<file path="config.mk">
export PLATFORM = sky130hd
export DESIGN_NAME = reflet_mem_arbiter
export DESIGN_NICKNAME = d
export VERILOG_FILES = /design/src/rtl/reflet_mem_arbiter_pkg.sv /design/src/rtl/reflet_rr_pick.sv /design/src/rtl/reflet_mem_arbiter.sv
export SDC_FILE = /design/constraint.sdc
export NUM_CORES = 1
export LEC_CHECK = 0
export CORE_ASPECT_RATIO = 1.75
export CORE_MARGIN = 2
export CORE_UTILIZATION = 25
export DETAILED_ROUTE_END_ITERATION = 7
export PLACE_DENSITY = 0.6
export SYNTH_ARGS = -nofsm -noshare
export SYNTH_HDL_FRONTEND = slang
export SYNTH_HIERARCHICAL = 1
export SYNTH_SLANG_ARGS = --single-unit
export TNS_END_PERCENT = 100
</file>
<file path="constraint.sdc">
create_clock -name clk -period 4.03 [get_ports clk]
set_input_delay 0.806 -clock clk [delete_from_list [all_inputs] [get_ports clk]]
set_output_delay 0.806 -clock clk [all_outputs]
set_load 0.02 [all_outputs]
</file>
<file path="src/rtl/reflet_mem_arbiter_pkg.sv">
// Shared types and legal parameter ranges for the reflet RAM arbiter.
package reflet_mem_arbiter_pkg;

   typedef enum logic [1:0] {
      arb_idle   = 2'd0,
      arb_access = 2'd1,
      arb_done   = 2'd2
   } arb_state_t;

   localparam int unsigned n_req_min       = 2;
   localparam int unsigned n_req_max       = 8;
   localparam int unsigned ram_latency_min = 1;
   localparam int unsigned ram_latency_max = 4;

endpackage

</file>
<file path="src/rtl/reflet_rr_pick.sv">
// Combinational round-robin picker: first set request bit searching upward from last+1.
module reflet_rr_pick #(
   parameter int unsigned n_req = 2,
   parameter int unsigned id_w  = (n_req > 1) ? $clog2(n_req) : 1
) (
   input  logic [n_req-1:0] req,
   input  logic [id_w-1:0]  last,
   output logic [n_req-1:0] grant,
   output logic [id_w-1:0]  grant_id,
   output logic             any
);

   logic            found;
   logic [id_w-1:0] idx;

   // Walk candidates last+1 .. last+n_req (mod n_req); first hit wins.
   always_comb begin
      grant    = '0;
      grant_id = '0;
      found    = 1'b0;
      idx      = '0;
      for (int unsigned k = 1; k <= n_req; k++) begin
         idx = id_w'((32'(last) + k) % n_req);
         if (!found && req[idx]) begin
            found       = 1'b1;
            grant[idx]  = 1'b1;
            grant_id    = idx;
         end
      end
   end

   assign any = |req;

endmodule

</file>
<file path="src/rtl/reflet_mem_arbiter.sv">
// Round-robin arbiter sharing one single-port RAM between n_req word-access masters.
module reflet_mem_arbiter
   import reflet_mem_arbiter_pkg::*;
#(
   parameter int unsigned wordsize    = 16,
   parameter int unsigned n_req       = 2,
   parameter int unsigned ram_latency = 1
) (
   input  logic                      clk,
   input  logic                      reset,
   input  logic [n_req-1:0]          req,
   input  logic [n_req-1:0]          we,
   input  logic [n_req*wordsize-1:0] addr,
   input  logic [n_req*wordsize-1:0] wdata,
   output logic [wordsize-1:0]       rdata,
   output logic [n_req-1:0]          ack,
   output logic [wordsize-1:0]       ram_addr,
   output logic [wordsize-1:0]       ram_data_out,
   input  logic [wordsize-1:0]       ram_data_in,
   output logic                      ram_write_en,
   output logic                      busy
);

   localparam int unsigned id_w  = $clog2(n_req);
   localparam int unsigned lat_w = $clog2(ram_latency + 1);

   if (n_req < n_req_min || n_req > n_req_max) begin : g_bad_n_req
      $error("reflet_mem_arbiter: n_req must be in 2..8");
   end
   if (ram_latency < ram_latency_min || ram_latency > ram_latency_max) begin : g_bad_latency
      $error("reflet_mem_arbiter: ram_latency must be in 1..4");
   end

   logic [wordsize-1:0] addr_a  [n_req];
   logic [wordsize-1:0] wdata_a [n_req];

   for (genvar i = 0; i < n_req; i++) begin : g_unpack
      assign addr_a[i]  = addr[i*wordsize +: wordsize];
      assign wdata_a[i] = wdata[i*wordsize +: wordsize];
   end

   logic [n_req-1:0] pick_grant;
   logic [id_w-1:0]  pick_id;
   logic             pick_any;

   arb_state_t          state, state_nxt;
   logic [lat_w-1:0]    lat_cnt, lat_nxt;
   logic [id_w-1:0]     last, last_nxt;
   logic [wordsize-1:0] rdata_nxt, ram_addr_nxt, ram_data_out_nxt;
   logic [n_req-1:0]    ack_nxt;
   logic                wen_nxt, busy_nxt;

   reflet_rr_pick #(
      .n_req (n_req),
      .id_w  (id_w)
   ) u_pick (
      .req      (req),
      .last     (last),
      .grant    (pick_grant),
      .grant_id (pick_id),
      .any      (pick_any)
   );

   // State, latched command and registered outputs.
   always_ff @(posedge clk or negedge reset) begin
      if (!reset) begin
         state        <= arb_idle;
         lat_cnt      <= '0;
         last         <= id_w'(n_req - 1);
         rdata        <= '0;
         ack          <= '0;
         ram_addr     <= '0;
         ram_data_out <= '0;
         ram_write_en <= 1'b0;
         busy         <= 1'b0;
      end else begin
         state        <= state_nxt;
         lat_cnt      <= lat_nxt;
         last         <= last_nxt;
         rdata        <= rdata_nxt;
         ack          <= ack_nxt;
         ram_addr     <= ram_addr_nxt;
         ram_data_out <= ram_data_out_nxt;
         ram_write_en <= wen_nxt;
         busy         <= busy_nxt;
      end
   end

   // Next state; the RAM port registers double as the latched command.
   always_comb begin
      state_nxt        = state;
      lat_nxt          = lat_cnt;
      last_nxt         = last;
      rdata_nxt        = rdata;
      ram_addr_nxt     = ram_addr;
      ram_data_out_nxt = ram_data_out;
      ack_nxt          = '0;
      wen_nxt          = 1'b0;
      case (state)
         arb_idle: begin
            if (pick_any) begin
               state_nxt        = arb_access;
               last_nxt         = pick_id;
               lat_nxt          = '0;
               ram_addr_nxt     = addr_a[pick_id];
               ram_data_out_nxt = wdata_a[pick_id];
               wen_nxt          = |(pick_grant & we);
            end
         end
         arb_access: begin
            lat_nxt = lat_w'(lat_cnt + 1'b1);
            if (lat_cnt == lat_w'(ram_latency - 1)) begin
               rdata_nxt     = ram_data_in;
               ack_nxt[last] = 1'b1;
               state_nxt     = arb_done;
            end
         end
         arb_done: state_nxt = arb_idle;
         default:  state_nxt = arb_idle;
      endcase
      busy_nxt = (state_nxt != arb_idle);
   end

endmodule

</file>
After elaboration in Yosys (flattened, before gate mapping). Index checks and enable logic that the tools add are counted.

Output and inout port bits: 52. ROM bits: 0. Word-level logic and storage cells: 68. Memories kept: 0. Latch bits: 0. Memory bits (writable): 0. Input port bits: 86. Register bits after elaboration: 56.

Bitwise operators: 4. Add/sub/neg operators: 3. Mux-type cells: 30. $lt $le $gt $ge: 7. Shift-type cells: 0. Reduce and logical (&&, ||, !) cells: 13. $mul: 0. Eq/ne operators: 2. Divide/modulo/power cells: 0.

Operator list (count): $mux W16 (6); $mux W1 (13); $mux W2 (6); $lt A1 B2 Y1 const B (3); $reduce_and A2 Y1 (3); $logic_and A1 B1 Y1 (4); $pmux W2 S2 (1); $reduce_bool A2 Y1 (2); $reduce_or A2 Y1 (2); $add A1 B1 Y1 const B (3); $demux W1 S1 (3); $ge A1 B1 Y1 const B (3); $and A2 B2 Y2 (1); $eq A2 B1 Y1 const B (1); $ge A2 B2 Y1 const B (1); $logic_not A2 Y1 (1); $ne A2 B2 Y1 const B (1); $not A1 Y2 (1); $or A2 B2 Y2 (1); $pmux W1 S2 (1); $logic_not A1 Y1 (1); $not A1 Y1 (1).

Depth between registers and ports, before layout.
Depth after elaboration: 12. Depth in mapped cells: 5. Mapped depth without buffers: 4.

Cells and area by module. The synthesis kept the hierarchy.

Modules (own cells, without submodules): reflet_mem_arbiter (cells each 157, area each 2489.9 um^2, times used 1); reflet_rr_pick (cells each 5, area each 32.5 um^2, times used 1).

Worst setup path before layout. Ideal clock, no wire load.

Path type: input to register. Start point: in req[1]. End point: reg ram_data_out[11]. Buffers on the path: 2. Data arrival time: 1.849 ns. Setup time: 0.125 ns. Required time: 3.905 ns. Path slack: 2.056 ns. Stages on the path: 5. Cells stage by stage: a21boi_0 buf_2 buf_6 mux2_2 mux2_2.

Longest elaborated chain between the ends: 10. Elaborated cells between the ends (all ways): 15. Those cells by class: 10 x mux; 1 x bitwise; 4 x reduce/logical.

RTL lines: start, declared (line reflet_mem_arbiter.sv:11) `input logic [n_req-1:0] req,`; $mux W1 (not written as such) (2 in series) (line reflet_rr_pick.sv:24) `if (!found && req[idx]) begin`; $mux W1 (line reflet_rr_pick.sv:24); $logic_not A1 Y1 (line reflet_rr_pick.sv:24); $logic_and A1 B1 Y1 (line reflet_rr_pick.sv:24); $mux W1 (line reflet_rr_pick.sv:24); $not A1 Y2 (not written as such) (line reflet_mem_arbiter.sv:106) `ram_data_out_nxt = wdata_a[pick_id];`; $mux W16 (not written as such) (3 in series) (line reflet_mem_arbiter.sv:106); end signal, assigned (line reflet_mem_arbiter.sv:83) `ram_data_out <= ram_data_out_nxt;`; end, declared (line reflet_mem_arbiter.sv:18) `output logic [wordsize-1:0] ram_data_out,`.

Several ways; a longest one is shown, not always the timed one. The select of a mux whose other input is x is not followed. A chain may end at the register's enable or synchronous reset.

Final worst setup path.
Start point: in req[0]. End point: reg ram_addr[15].

Elaborated cells between the ends (all ways): 15. Those cells by class: 10 x mux; 1 x bitwise; 4 x reduce/logical.

RTL lines: $reduce_or A2 Y1 (line reflet_rr_pick.sv:32) `assign any = |req;`; via pick_any (line reflet_mem_arbiter.sv:44) `logic pick_any;`; $reduce_and A2 Y1 (no source line); end signal, assigned (line reflet_mem_arbiter.sv:82) `ram_addr <= ram_addr_nxt;`; end, declared (line reflet_mem_arbiter.sv:17) `output logic [wordsize-1:0] ram_addr,`.

The timed path passes the listed nets, and every way through them passes these cells. The select of a mux whose other input is x is not followed.

==> results.toml <==
[run_status]
status = "finished clean"

[routing]
vias = 1767
detail-route-antenna-nets = 0
drc = 0
firstDrtPassIters = 4
drt-initial-drc-count = 34
viasPerCell = 4.14
wl_per_cell_um = 14.4
routed_wl_mm = 6.14

[cells_and_area]
n_antenna_cell = 0
area_delta_synth_final_pct = 64.5
multi_input_area_sq_um = 1040
seq_area_sq_um = 1400
drive_gt1_share_pct = 32.1
final_util_pct = 42.1
nFillCells = 942
layout.nets = 387

[power_and_ir_drop]
power_frac_comb_pct = 52.4
power_density_nw_per_um2 = 728
swShare_pct = 34.3
p_leak_nw = 1.66
p_seq_share_pct = 33.2
clkPwrFrac_pct = 14.4
switchingPower_w = 0.00104
peakVddDrop_v = 0.000263
internal_power_w = 0.00198

[sta]
hold_ws_ns = 0.505
tightest_slew_ns = 0.618
setup_tns_ns = 0
relSlewSlack_pct = 58.8
finalClockSkew_ns = 0.00676
finalMaxSlewViolations = 0
period_needed_ns = 2.57
post-route-period-util_pct = 63.7
fmax_mhz = 389
setup_violations = 0
hold_viol = 0
rsz0062_at_grt = "no"

[synthesis]
ys_warn_count = 6
ys_seq_area_share_pct = 55.6
syn_nets = 248
synth-seq-cells = 56
ys_types = 20
synth_area_sq_um = 2520
syn_area_per_cell_sq_um = 15.6
synthCells = 162

[floorplanning]
die_area_sq_um = 10900
design.portCount = 138
die_x_um = 79.9
fp-row-count = 48
fp.dieH_um = 137
start_util_pct = 25.6
coreArea_sq_um = 9850

[global_routing]
grt_remaining_overflow = 0
antenna_found_initial = 0
grt_max_degree = 34
grt_pass1_wl_mm = 9.44
grt.total_usage_pct = 11.3
grt_pass1_vias = 1919

[critical_path]
required_ns = 4.20
path_class = "in2reg"
r2r-start = "state[1]"
arrival_ns = 2.74
critPathMaxFanout = 26
r2r_end = "ram_addr[15]"
cp-end-kind = "register"
r2r.worst_path.cells = 3
critPathLaunch = "req[0]"
cp-start-kind = "input pin"
r2r_slack_ns = 2.23
cp-endpoint = "ram_addr[15]"

[cts]
hold_buffers = 0
postCtsResizedCells = 0
cts_tree = "yes"
clock-sinks = 56
clk_pin_slew_ns = 0.07
cts_made_buffers = 5
clock_latency_ns = 0.29
postCtsSetupBuffers = 0
clockRootBuffer = "clkbuf_16"
clk_path_buf_depth = 2
cts-htree-levels = 2

[place]
place.detailed.hpwl_mm = 4.84
port_buffers = 137
gp_congestion = 0.669

[worst_hold_path]
hold_path.class = "reg2reg"

[job]
maxCapViolations = 0
synth_stat cells:
master | instances | area [sq um]
nor3b_2 | 1 | 12.5
nor2_1 | 1 | 3.75
mux2_2 | 80 | 901
dfstp_2 | 1 | 26.3
a21boi_0 | 2 | 15.0
mux2_1 | 1 | 11.3
a22oi_1 | 1 | 7.51
nor3b_4 | 1 | 18.8
nor2b_1 | 2 | 12.5
buf_2 | 2 | 10.0
and2_1 | 1 | 6.26
a21boi_1 | 1 | 7.51
or2_1 | 1 | 6.26
buf_6 | 6 | 67.6
mux2i_1 | 1 | 10.0
dfrtp_1 | 55 | 1380
a21o_1 | 1 | 7.51
o21bai_1 | 1 | 7.51
buf_4 | 1 | 7.51
inv_1 | 2 | 7.51
registers in the layout, indices dropped and copies added (netlist names):
register	flops
ack	2
busy	1
last	1
lat_cnt	1
ram_addr	16
ram_data_out	16
ram_write_en	1
rdata	16
state	2
power by group through the flow:
stage               clock network, W  logic [W]  registers [W]
floorplan                          0   0.000569        0.00133
global placement                   0    0.00159        0.00101
detailed placement                 0    0.00161        0.00102
CTS                         0.000456    0.00162        0.00101
global route                0.000480    0.00168        0.00104
finish                      0.000435    0.00158        0.00100
cells by family after synthesis:
group | synth area share [%]
muxes | 36.6
DFF | 55.6
buffers and inverters | 3.67
and+or+nand+nor | 2.38
AOI/OAI and AO/OA | 1.79
critical path: stages:
cell	delay [ns]
clkdlybuf4s50_1	0.54
or2_1	0.16
nor3b_4	0.42
buf_4	0.40
mux2_2	0.38
metal layers:
layer  vias to the layer above  GRT usage (%)  part of all wire [%]
met5                         -              0                     0
met3                         6           2.90                   6.7
li1                        848              -                     -
met2                        72           21.0                    57
met4                         0           3.95                   1.5
met1                       841           12.0                    35
cell type report:
class | count | area share (%)
Inverter | 2 | 0.181
Clock inverter | 2 | 0.241
Timing Repair Buffer | 141 | 33.6
Tap cell | 125 | 3.77
Sequential cell | 56 | 33.8
Clock buffer | 6 | 3.35
Multi-Input combinational cell | 95 | 25.0
cells in the final DEF (no fill, tap or decap):
| cell | instances |
|---|---|
| clkdlybuf4s50_1 | 136 |
| mux2_2 | 80 |
| dfrtp_1 | 55 |
| clkbuf_16 | 5 |
| buf_4 | 4 |
| nor2b_1 | 2 |
| inv_1 | 2 |
| clkinv_2 | 2 |
| nor3b_2 | 1 |
| mux2i_1 | 1 |
| nor2_1 | 1 |
| o21bai_1 | 1 |
| a22oi_1 | 1 |
| nor3b_4 | 1 |
| and2_1 | 1 |
| a21o_1 | 1 |
| mux2_1 | 1 |
| clkbuf_8 | 1 |
| buf_2 | 1 |
| dfstp_2 | 1 |
| or2_1 | 1 |
| a21boi_1 | 1 |
| a21boi_4 | 1 |
| a21boi_0 | 1 |
metrics by stage:
step	cells	power [W]	worst slack, ns	instance area [sq um]
4_1_cts	427	0.00308	1.43	4150
5_1_grt	427	0.00320	1.35	4150
3_5_place_dp	419	0.00263	1.11	4000
3_3_place_gp	419	0.00260	1.18	4000
6_report	427	0.00302	1.46	4150
2_1_floorplan	162	0.00190	2.06	2520
worst min path at each step:
stage	start	to	slack, ns	cells past startpoint
6_report	ram_data_out[9]	ram_data_out[9]	0.51	1
5_1_grt	ram_data_out[9]	ram_data_out[9]	0.52	1
4_1_cts	ram_addr[6]	ram_addr[6]	0.51	1
3_5_place_dp	ram_addr[2]	ram_addr[2]	0.49	1
3_3_place_gp	ram_data_out[9]	ram_data_out[9]	0.49	1
2_1_floorplan	last	ack[0]	0.49	1
(Power assumes the default switching activity.)
